## config.mk

```make
export PLATFORM = sky130hd
export DESIGN_NAME = conv_frame_writer_flat
export DESIGN_NICKNAME = d
export VERILOG_FILES = /design/src/rtl/conv_frame_writer_pkg.sv /design/src/rtl/conv_frame_writer_if.sv /design/src/rtl/conv_frame_writer_result_to_pixel.sv /design/src/rtl/conv_frame_writer.sv /design/src/flat_wrapper.sv
export SDC_FILE = /design/constraint.sdc
export NUM_CORES = 1
export LEC_CHECK = 0
export CAP_MARGIN = 40
export CORE_MARGIN = 2
export CORE_UTILIZATION = 44
export CTS_CLUSTER_SIZE = 28
export DETAILED_ROUTE_END_ITERATION = 6
export GPL_TIMING_DRIVEN = 1
export PLACE_DENSITY = 0.74
export SETUP_SLACK_MARGIN = 0.02
export SYNTH_ARGS = -nofsm -noshare
export SYNTH_HDL_FRONTEND = slang
export SYNTH_SLANG_ARGS = --single-unit
```

## constraint.sdc

```tcl
create_clock -name clock -period 3.3 [get_ports clock]
set_input_delay 0.99 -clock clock [delete_from_list [all_inputs] [get_ports clock]]
set_output_delay 0.99 -clock clock [all_outputs]
set_load 0.03 [all_outputs]
```

## src/rtl/conv_frame_writer_pkg.sv

```systemverilog
// Shared types and constants for conv_frame_writer: FSM state encoding, pixel types, border pixel.
// The build macro CONV_OUT_RELU_EN (see conv_frame_writer_result_to_pixel) does not change anything here.
package conv_frame_writer_pkg;

    localparam int RESULT_WIDTH = 32;
    localparam int PIX_WIDTH    = 8;
    localparam int DIM_WIDTH    = 8;

    typedef logic [PIX_WIDTH-1:0]   pixel_t;
    typedef logic [3*PIX_WIDTH-1:0] rgb_t;

    typedef enum logic [2:0] {
        FW_IDLE   = 3'd0,
        FW_TOP    = 3'd1,
        FW_ROW    = 3'd2,
        FW_EDGE   = 3'd3,
        FW_BOTTOM = 3'd4,
        FW_DONE   = 3'd5
    } fw_state_t;

    localparam rgb_t                   PAD_PIXEL = 24'h0000FF;
    localparam logic [DIM_WIDTH-1:0]   MIN_DIM   = DIM_WIDTH'(4);
    localparam logic [RESULT_WIDTH-1:0] PIX_MAX  = RESULT_WIDTH'((1 << PIX_WIDTH) - 1);

endpackage

```

## src/rtl/conv_frame_writer_if.sv

```systemverilog
// Result handshake from conv plus write port into the output FIFO.
// master = the frame writer, slave = conv/FIFO side.
interface conv_frame_writer_if;
    import conv_frame_writer_pkg::*;

    logic signed [RESULT_WIDTH-1:0] result;
    logic                           resultValid;
    logic                           out_accepting_values;
    rgb_t                           out_din;
    logic                           out_wr_en;
    logic                           out_full;

    modport master (
        input  result, resultValid, out_full,
        output out_accepting_values, out_din, out_wr_en
    );

    modport slave (
        output result, resultValid, out_full,
        input  out_accepting_values, out_din, out_wr_en
    );

endinterface

```

## src/rtl/conv_frame_writer_result_to_pixel.sv

```systemverilog
// Combinational conv result -> grey pixel. Default: |result| saturated to PIX_WIDTH bits.
// With CONV_OUT_RELU_EN defined: negative results clamp to 0, positives saturate.
module conv_frame_writer_result_to_pixel
    import conv_frame_writer_pkg::*;
(
    input  logic signed [RESULT_WIDTH-1:0] result,
    output pixel_t                         pix
);

    logic [RESULT_WIDTH-1:0] mag;

    always_comb begin
`ifdef CONV_OUT_RELU_EN
        mag = result[RESULT_WIDTH-1] ? '0 : result;
`else
        // the most negative value negates to itself, which as unsigned still saturates
        mag = result[RESULT_WIDTH-1] ? -result : result;
`endif
        pix = (mag > PIX_MAX) ? '1 : mag[PIX_WIDTH-1:0];
    end

endmodule

```

## src/rtl/conv_frame_writer.sv

```systemverilog
// Turns the (N-2)x(N-2) conv result stream into a padded NxN frame written to the output FIFO.
// Pixel conversion follows the CONV_OUT_RELU_EN build macro (abs+saturate when undefined).
//
//  state  | meaning
//  IDLE   | waiting for start
//  TOP    | N+1 pads: top row plus left border of first interior row
//  ROW    | accepting N-2 interior results through the hold register
//  EDGE   | 2 pads: right border of this row, left border of the next
//  BOTTOM | N+1 pads: right border of last row plus bottom row
//  DONE   | one-cycle done pulse
module conv_frame_writer
    import conv_frame_writer_pkg::*;
(
    input  logic                   clock,
    input  logic                   reset,
    input  logic                   start,
    input  logic [DIM_WIDTH-1:0]   input_dim,
    output logic                   busy,
    output logic                   done,
    conv_frame_writer_if.master    bus
);

    fw_state_t            state_q, state_d;
    logic [DIM_WIDTH-1:0] dim_q, dim_d;
    logic [DIM_WIDTH-1:0] pad_cnt_q, pad_cnt_d;
    logic [DIM_WIDTH-1:0] col_cnt_q, col_cnt_d;
    logic [DIM_WIDTH-1:0] row_cnt_q, row_cnt_d;
    logic                 hold_valid_q, hold_valid_d;
    pixel_t               hold_pix_q, hold_pix_d;
    logic                 busy_q, busy_d;
    logic                 done_q, done_d;

    pixel_t conv_pix;
    logic   pad_phase;
    logic   pad_wr;
    logic   hold_wr;
    logic   accept;

    conv_frame_writer_result_to_pixel u_to_pixel (
        .result (bus.result),
        .pix    (conv_pix)
    );

    // Pads wait for the hold register to drain so raster order is kept across ROW exits.
    assign pad_phase = (state_q == FW_TOP) || (state_q == FW_EDGE) || (state_q == FW_BOTTOM);
    assign hold_wr   = hold_valid_q && !bus.out_full;
    assign pad_wr    = pad_phase && !hold_valid_q && !bus.out_full;
    assign bus.out_accepting_values = (state_q == FW_ROW) && (col_cnt_q != '0)
                                      && (!hold_valid_q || !bus.out_full);
    assign accept        = bus.resultValid && bus.out_accepting_values;
    assign bus.out_wr_en = hold_wr || pad_wr;
    assign bus.out_din   = hold_valid_q ? {3{hold_pix_q}} : (pad_phase ? PAD_PIXEL : '0);
    assign busy          = busy_q;
    assign done          = done_q;

    always_comb begin
        state_d      = state_q;
        dim_d        = dim_q;
        pad_cnt_d    = pad_cnt_q;
        col_cnt_d    = col_cnt_q;
        row_cnt_d    = row_cnt_q;
        hold_valid_d = hold_valid_q;
        hold_pix_d   = hold_pix_q;
        done_d       = 1'b0;

        if (accept) begin
            hold_valid_d = 1'b1;
            hold_pix_d   = conv_pix;
        end else if (hold_wr) begin
            hold_valid_d = 1'b0;
        end

        case (state_q)
            FW_IDLE: begin
                if (start) begin
                    if (input_dim < MIN_DIM) begin
                        state_d = FW_DONE;
                        done_d  = 1'b1;
                    end else begin
                        state_d   = FW_TOP;
                        dim_d     = input_dim;
                        pad_cnt_d = input_dim;
                        row_cnt_d = input_dim - DIM_WIDTH'(2);
                    end
                end
            end
            FW_TOP, FW_EDGE: begin
                if (pad_wr) begin
                    if (pad_cnt_q == '0) begin
                        state_d   = FW_ROW;
                        col_cnt_d = dim_q - DIM_WIDTH'(2);
                    end else begin
                        pad_cnt_d = pad_cnt_q - DIM_WIDTH'(1);
                    end
                end
            end
            FW_ROW: begin
                if (accept) begin
                    col_cnt_d = col_cnt_q - DIM_WIDTH'(1);
                    if (col_cnt_q == DIM_WIDTH'(1)) begin
                        row_cnt_d = row_cnt_q - DIM_WIDTH'(1);
                        if (row_cnt_q == DIM_WIDTH'(1)) begin
                            state_d   = FW_BOTTOM;
                            pad_cnt_d = dim_q;
                        end else begin
                            state_d   = FW_EDGE;
                            pad_cnt_d = DIM_WIDTH'(1);
                        end
                    end
                end
            end
            FW_BOTTOM: begin
                if (pad_wr) begin
                    if (pad_cnt_q == '0) begin
                        state_d = FW_DONE;
                        done_d  = 1'b1;
                    end else begin
                        pad_cnt_d = pad_cnt_q - DIM_WIDTH'(1);
                    end
                end
            end
            FW_DONE: state_d = FW_IDLE;
            default: state_d = FW_IDLE;
        endcase

        busy_d = state_d inside {FW_TOP, FW_ROW, FW_EDGE, FW_BOTTOM};
    end

    always_ff @(posedge clock or posedge reset) begin
        if (reset) begin
            state_q      <= FW_IDLE;
            dim_q        <= '0;
            pad_cnt_q    <= '0;
            col_cnt_q    <= '0;
            row_cnt_q    <= '0;
            hold_valid_q <= 1'b0;
            hold_pix_q   <= '0;
            busy_q       <= 1'b0;
            done_q       <= 1'b0;
        end else begin
            state_q      <= state_d;
            dim_q        <= dim_d;
            pad_cnt_q    <= pad_cnt_d;
            col_cnt_q    <= col_cnt_d;
            row_cnt_q    <= row_cnt_d;
            hold_valid_q <= hold_valid_d;
            hold_pix_q   <= hold_pix_d;
            busy_q       <= busy_d;
            done_q       <= done_d;
        end
    end

endmodule

```

## src/flat_wrapper.sv

```systemverilog
// flat-port wrapper written by rule: the top's interface ports become plain ports
module conv_frame_writer_flat import conv_frame_writer_pkg::*;
  (clock, reset, start, input_dim, busy, done, bus_result, bus_resultValid, bus_out_full, bus_out_accepting_values, bus_out_din, bus_out_wr_en);
  conv_frame_writer_if bus_i ();
  input  logic clock;
  input  logic reset;
  input  logic start;
  input  logic [DIM_WIDTH-1:0] input_dim;
  output logic busy;
  output logic done;
  input wire logic [$bits(bus_i.result)-1:0] bus_result;
  input wire logic [$bits(bus_i.resultValid)-1:0] bus_resultValid;
  input wire logic [$bits(bus_i.out_full)-1:0] bus_out_full;
  output wire logic [$bits(bus_i.out_accepting_values)-1:0] bus_out_accepting_values;
  output wire logic [$bits(bus_i.out_din)-1:0] bus_out_din;
  output wire logic [$bits(bus_i.out_wr_en)-1:0] bus_out_wr_en;
  assign bus_i.result = bus_result;
  assign bus_i.resultValid = bus_resultValid;
  assign bus_i.out_full = bus_out_full;
  assign bus_out_accepting_values = bus_i.out_accepting_values;
  assign bus_out_din = bus_i.out_din;
  assign bus_out_wr_en = bus_i.out_wr_en;
  conv_frame_writer u_core (.clock(clock), .reset(reset), .start(start), .input_dim(input_dim), .busy(busy), .done(done), .bus(bus_i));
endmodule
```

==> run metrics <==
result of the run=completed; worst max-slew margin expressed relative to the limit=0.557; slew at the pin with the worst max-slew slack=0.658 ns; number of distinct library cell variants in the gate-level netlist after synthesis=72; Hold Fails Final Rpt=0; fmax=311 MHz; Final Instance Count excl. Fillers=754; area occupied by registers=0.00115 mm²; number of buffers and inverters on the critical path=2; First DRT Iteration DRCs=298; number of top-level design ports=73; total via count in the routed design=4,500; routability-driven placement congestion ratio=0.963; warning count from the yosys run=0; Total Wirelength=13,100 µm; EDFF count, synth=0; initial antenna violation count=0; placeable core region=0.00864 mm²; wire per inst=17.3 µm; element type at the critical path end=output pin; Net count, final=700; CTS clk-pin slew, worst paths=0.09 ns; clock tree from TritonCTS=built; pre-CTS WS=-0.498 ns; Post-Syn Area per Cell=7.67 µm²; Post-Syn Instances=508; syn_nets=563; Static Leak=2.32 nW; placed cell count=743; R2R Setup Slk=0.67 ns; cell row count=34; root buffer selected by CTS=clkbuf_8; max cap viols=0; net load switching power=1.25 mW; total power draw=2.82 mW; share of flip-flops with an asynchronous set or reset after synthesis=1.00; power per standard cell area=508 mW/mm²; Antenna Violating Nets Remaining=0; fin crit period=3.22 ns; share of final-layout standard cells stronger than drive strength 1=0.232; number of buffers inserted by port buffering=72; delay-heaviest family, CP=buffers and inverters; DRC violation count after routing=0; number of buffers added to fix hold violations after cts=0; via count of the first global-routing pass=4,483; Power Internal=1.57 mW; combinational cell fraction of total power=0.491; post-synth top area share=0.296; largest fanout of any net on the critical path=4; Synth area leaders=dfrtp_1, a21oi_1, nor2_1; cells along the critical path=clkdlybuf4s50_1, and2_1, a311oi_2, buf_4; CP Data Required Time=2.31 ns; Slew Limit Fails=0; worst hold path class=register to register; global-route wire length before repair=21,100 µm; setup skew after layout=0.0140 ns; Post-DP HPWL=10,100 µm; Starting Density=0.451; combined global-route utilization of all metal layers=0.265; clock share of power=0.123; switching fraction of total power=0.444; kind of critical path=input port to output pin; Layout Area Growth over Synthesis=42.6%; standard cell with the maximum stage delay on the critical path=clkdlybuf4s50_1; CP Launch Type=input port; Finish-stage setup viols=0; H-tree lvl count=2; library cell occupying the most area in the post-synthesis netlist=dfrtp_1; DRT Pass-1 Iters=5; Overflow after GRT=0; combined area of all synthesized cells=0.00389 mm²; Num Clock Sinks=46; total negative setup slack=0 ns; maximum buffer depth of the clock tree=2; max incr delay on CP=0.45 ns; insertion delay to the later sink of the worst-skew pair=0.30 ns; die area=0.00962 mm²; area of combinational cells with multiple inputs=0.00271 mm²; commonest cells after routing, fill and taps aside=buf_4, nand2_1, nor2_1; most common cell after layout, fill and taps aside=buf_4; DIE HEIGHT=98.1 µm; register area share after synthesis=0.296; overall die width=98.1 µm; VDD IR-drop max=0.303 mV; ratio of final minimum period to clock period=0.975; part of the power in registers=0.386; Top FF cell, synth=dfrtp_1; worst path arrival time=2.23 ns; post-detailed-route via-to-cell ratio=5.97; number of buffers added by the clock tree synthesis step=5; Fillers=744; slack of the critical path=0.0836 ns; register bit total from synthesis=46; Inserted Diodes=0; largest net degree at the start of global routing=47
## final cells by class
cell class | count | share of cell area
multi-input cells | 402 | 0.489
repair buffers | 158 | 0.242
flip-flops and latches | 46 | 0.207
well taps | 108 | 0.0243
inverters | 32 | 0.0221
clock buffers | 6 | 0.0131
clock inverters | 2 | 0.00248
## timing repair
item / in CTS / in global routing
gates cloned: 0 / 0
setup endpoints to repair: 16 / 8
gates resized for setup: 57 / 26
buffers inserted: 0 / 3
pin swaps: 6 / 11
## power by group through the flow
stage	logic, mW	registers [mW]	clock network, mW
6_report	1.38	1.09	0.347
5_1_grt	1.53	1.12	0.379
4_1_cts	1.36	1.08	0.354
3_5_place_dp	1.37	1.09	0
3_3_place_gp	1.33	1.07	0
2_1_floorplan	0.943	1.00	0
## cells in the mapped netlist (4+ instances only)
master,instances
ha_1,10
xor2_1,8
buf_4,8
clkbuf_1,13
o31ai_1,4
nand2_1,51
dfrtp_1,46
a21oi_1,47
o21ai_0,18
nor4_1,21
or2_2,4
xnor2_1,10
and3_1,4
nor2_1,52
o21ai_1,19
nand3_1,15
a31oi_1,8
or4_1,5
and2_1,5
nor3_1,24
a22o_1,6
nand2b_1,4
inv_1,31
nand4_1,7
o2bb2ai_1,4
mux2_2,5
## sequential cells by signal (all words and copies together) (netlist names)
signal               cells
u_core.col_cnt_q         8
u_core.done              1
u_core.state_q           3
u_core.dim_q             8
u_core.pad_cnt_q         8
u_core.row_cnt_q         8
u_core.hold_pix_q        8
u_core.busy              1
u_core.hold_valid_q      1
## worst register-to-register path, stage by stage, from the launching register on
cell	delay, ns
dfrtp_1	0.41
buf_4	0.18
or3b_1	0.39
a311oi_2	0.40
nand3_1	0.19
a211oi_2	0.36
buf_4	0.27
nand2_1	0.09
a22o_1	0.24
## logic make-up (layout without fill, tap and decap cells)
| kind of cell | after synthesis | after routing | share of synthesized area |
|---|---|---|---|
| and+or+nand+nor | 219 | 219 | 0.293 |
| AOI/OAI and AO/OA | 149 | 149 | 0.247 |
| buffers and inverters | 60 | 198 | 0.0742 |
| DFF | 46 | 46 | 0.296 |
| xor gates and xnor gates | 18 | 18 | 0.0405 |
| adders and majority gates | 10 | 10 | 0.0321 |
| muxes | 6 | 6 | 0.0173 |
## through the flow
stage,hold slack [ns],utilization,cell area [µm²]
after detailed placement,0.494,0.604,5210
after global routing,0.524,0.643,5550
after floorplan,0.466,-,3900
after global placement,0.494,0.604,5210
final,0.513,0.643,5550
after CTS,0.516,0.625,5400
## per-layer routing
layer  track usage  share of wire  vias up
met3        0.0394          0.062       42
met4         0.105          0.035        0
met5             0              0        -
li1              -              -     2154
met1         0.320           0.41     2097
met2         0.472           0.49      207
## final timing paths
path | start | endpoint | cells after the start
setup / recovery | bus_out_full | bus_out_accepting_values | 4
hold / removal | u_core.row_cnt_q[6] | u_core.row_cnt_q[6] | 1
setup reg to reg | u_core.state_q[2] | u_core.row_cnt_q[5] | 8
hold reg to reg | u_core.row_cnt_q[6] | u_core.row_cnt_q[6] | 1
max in group asynchronous | reset | u_core.busy | 3
min in group asynchronous | reset | u_core.pad_cnt_q[3] | 3
(Power assumes the default switching activity.)
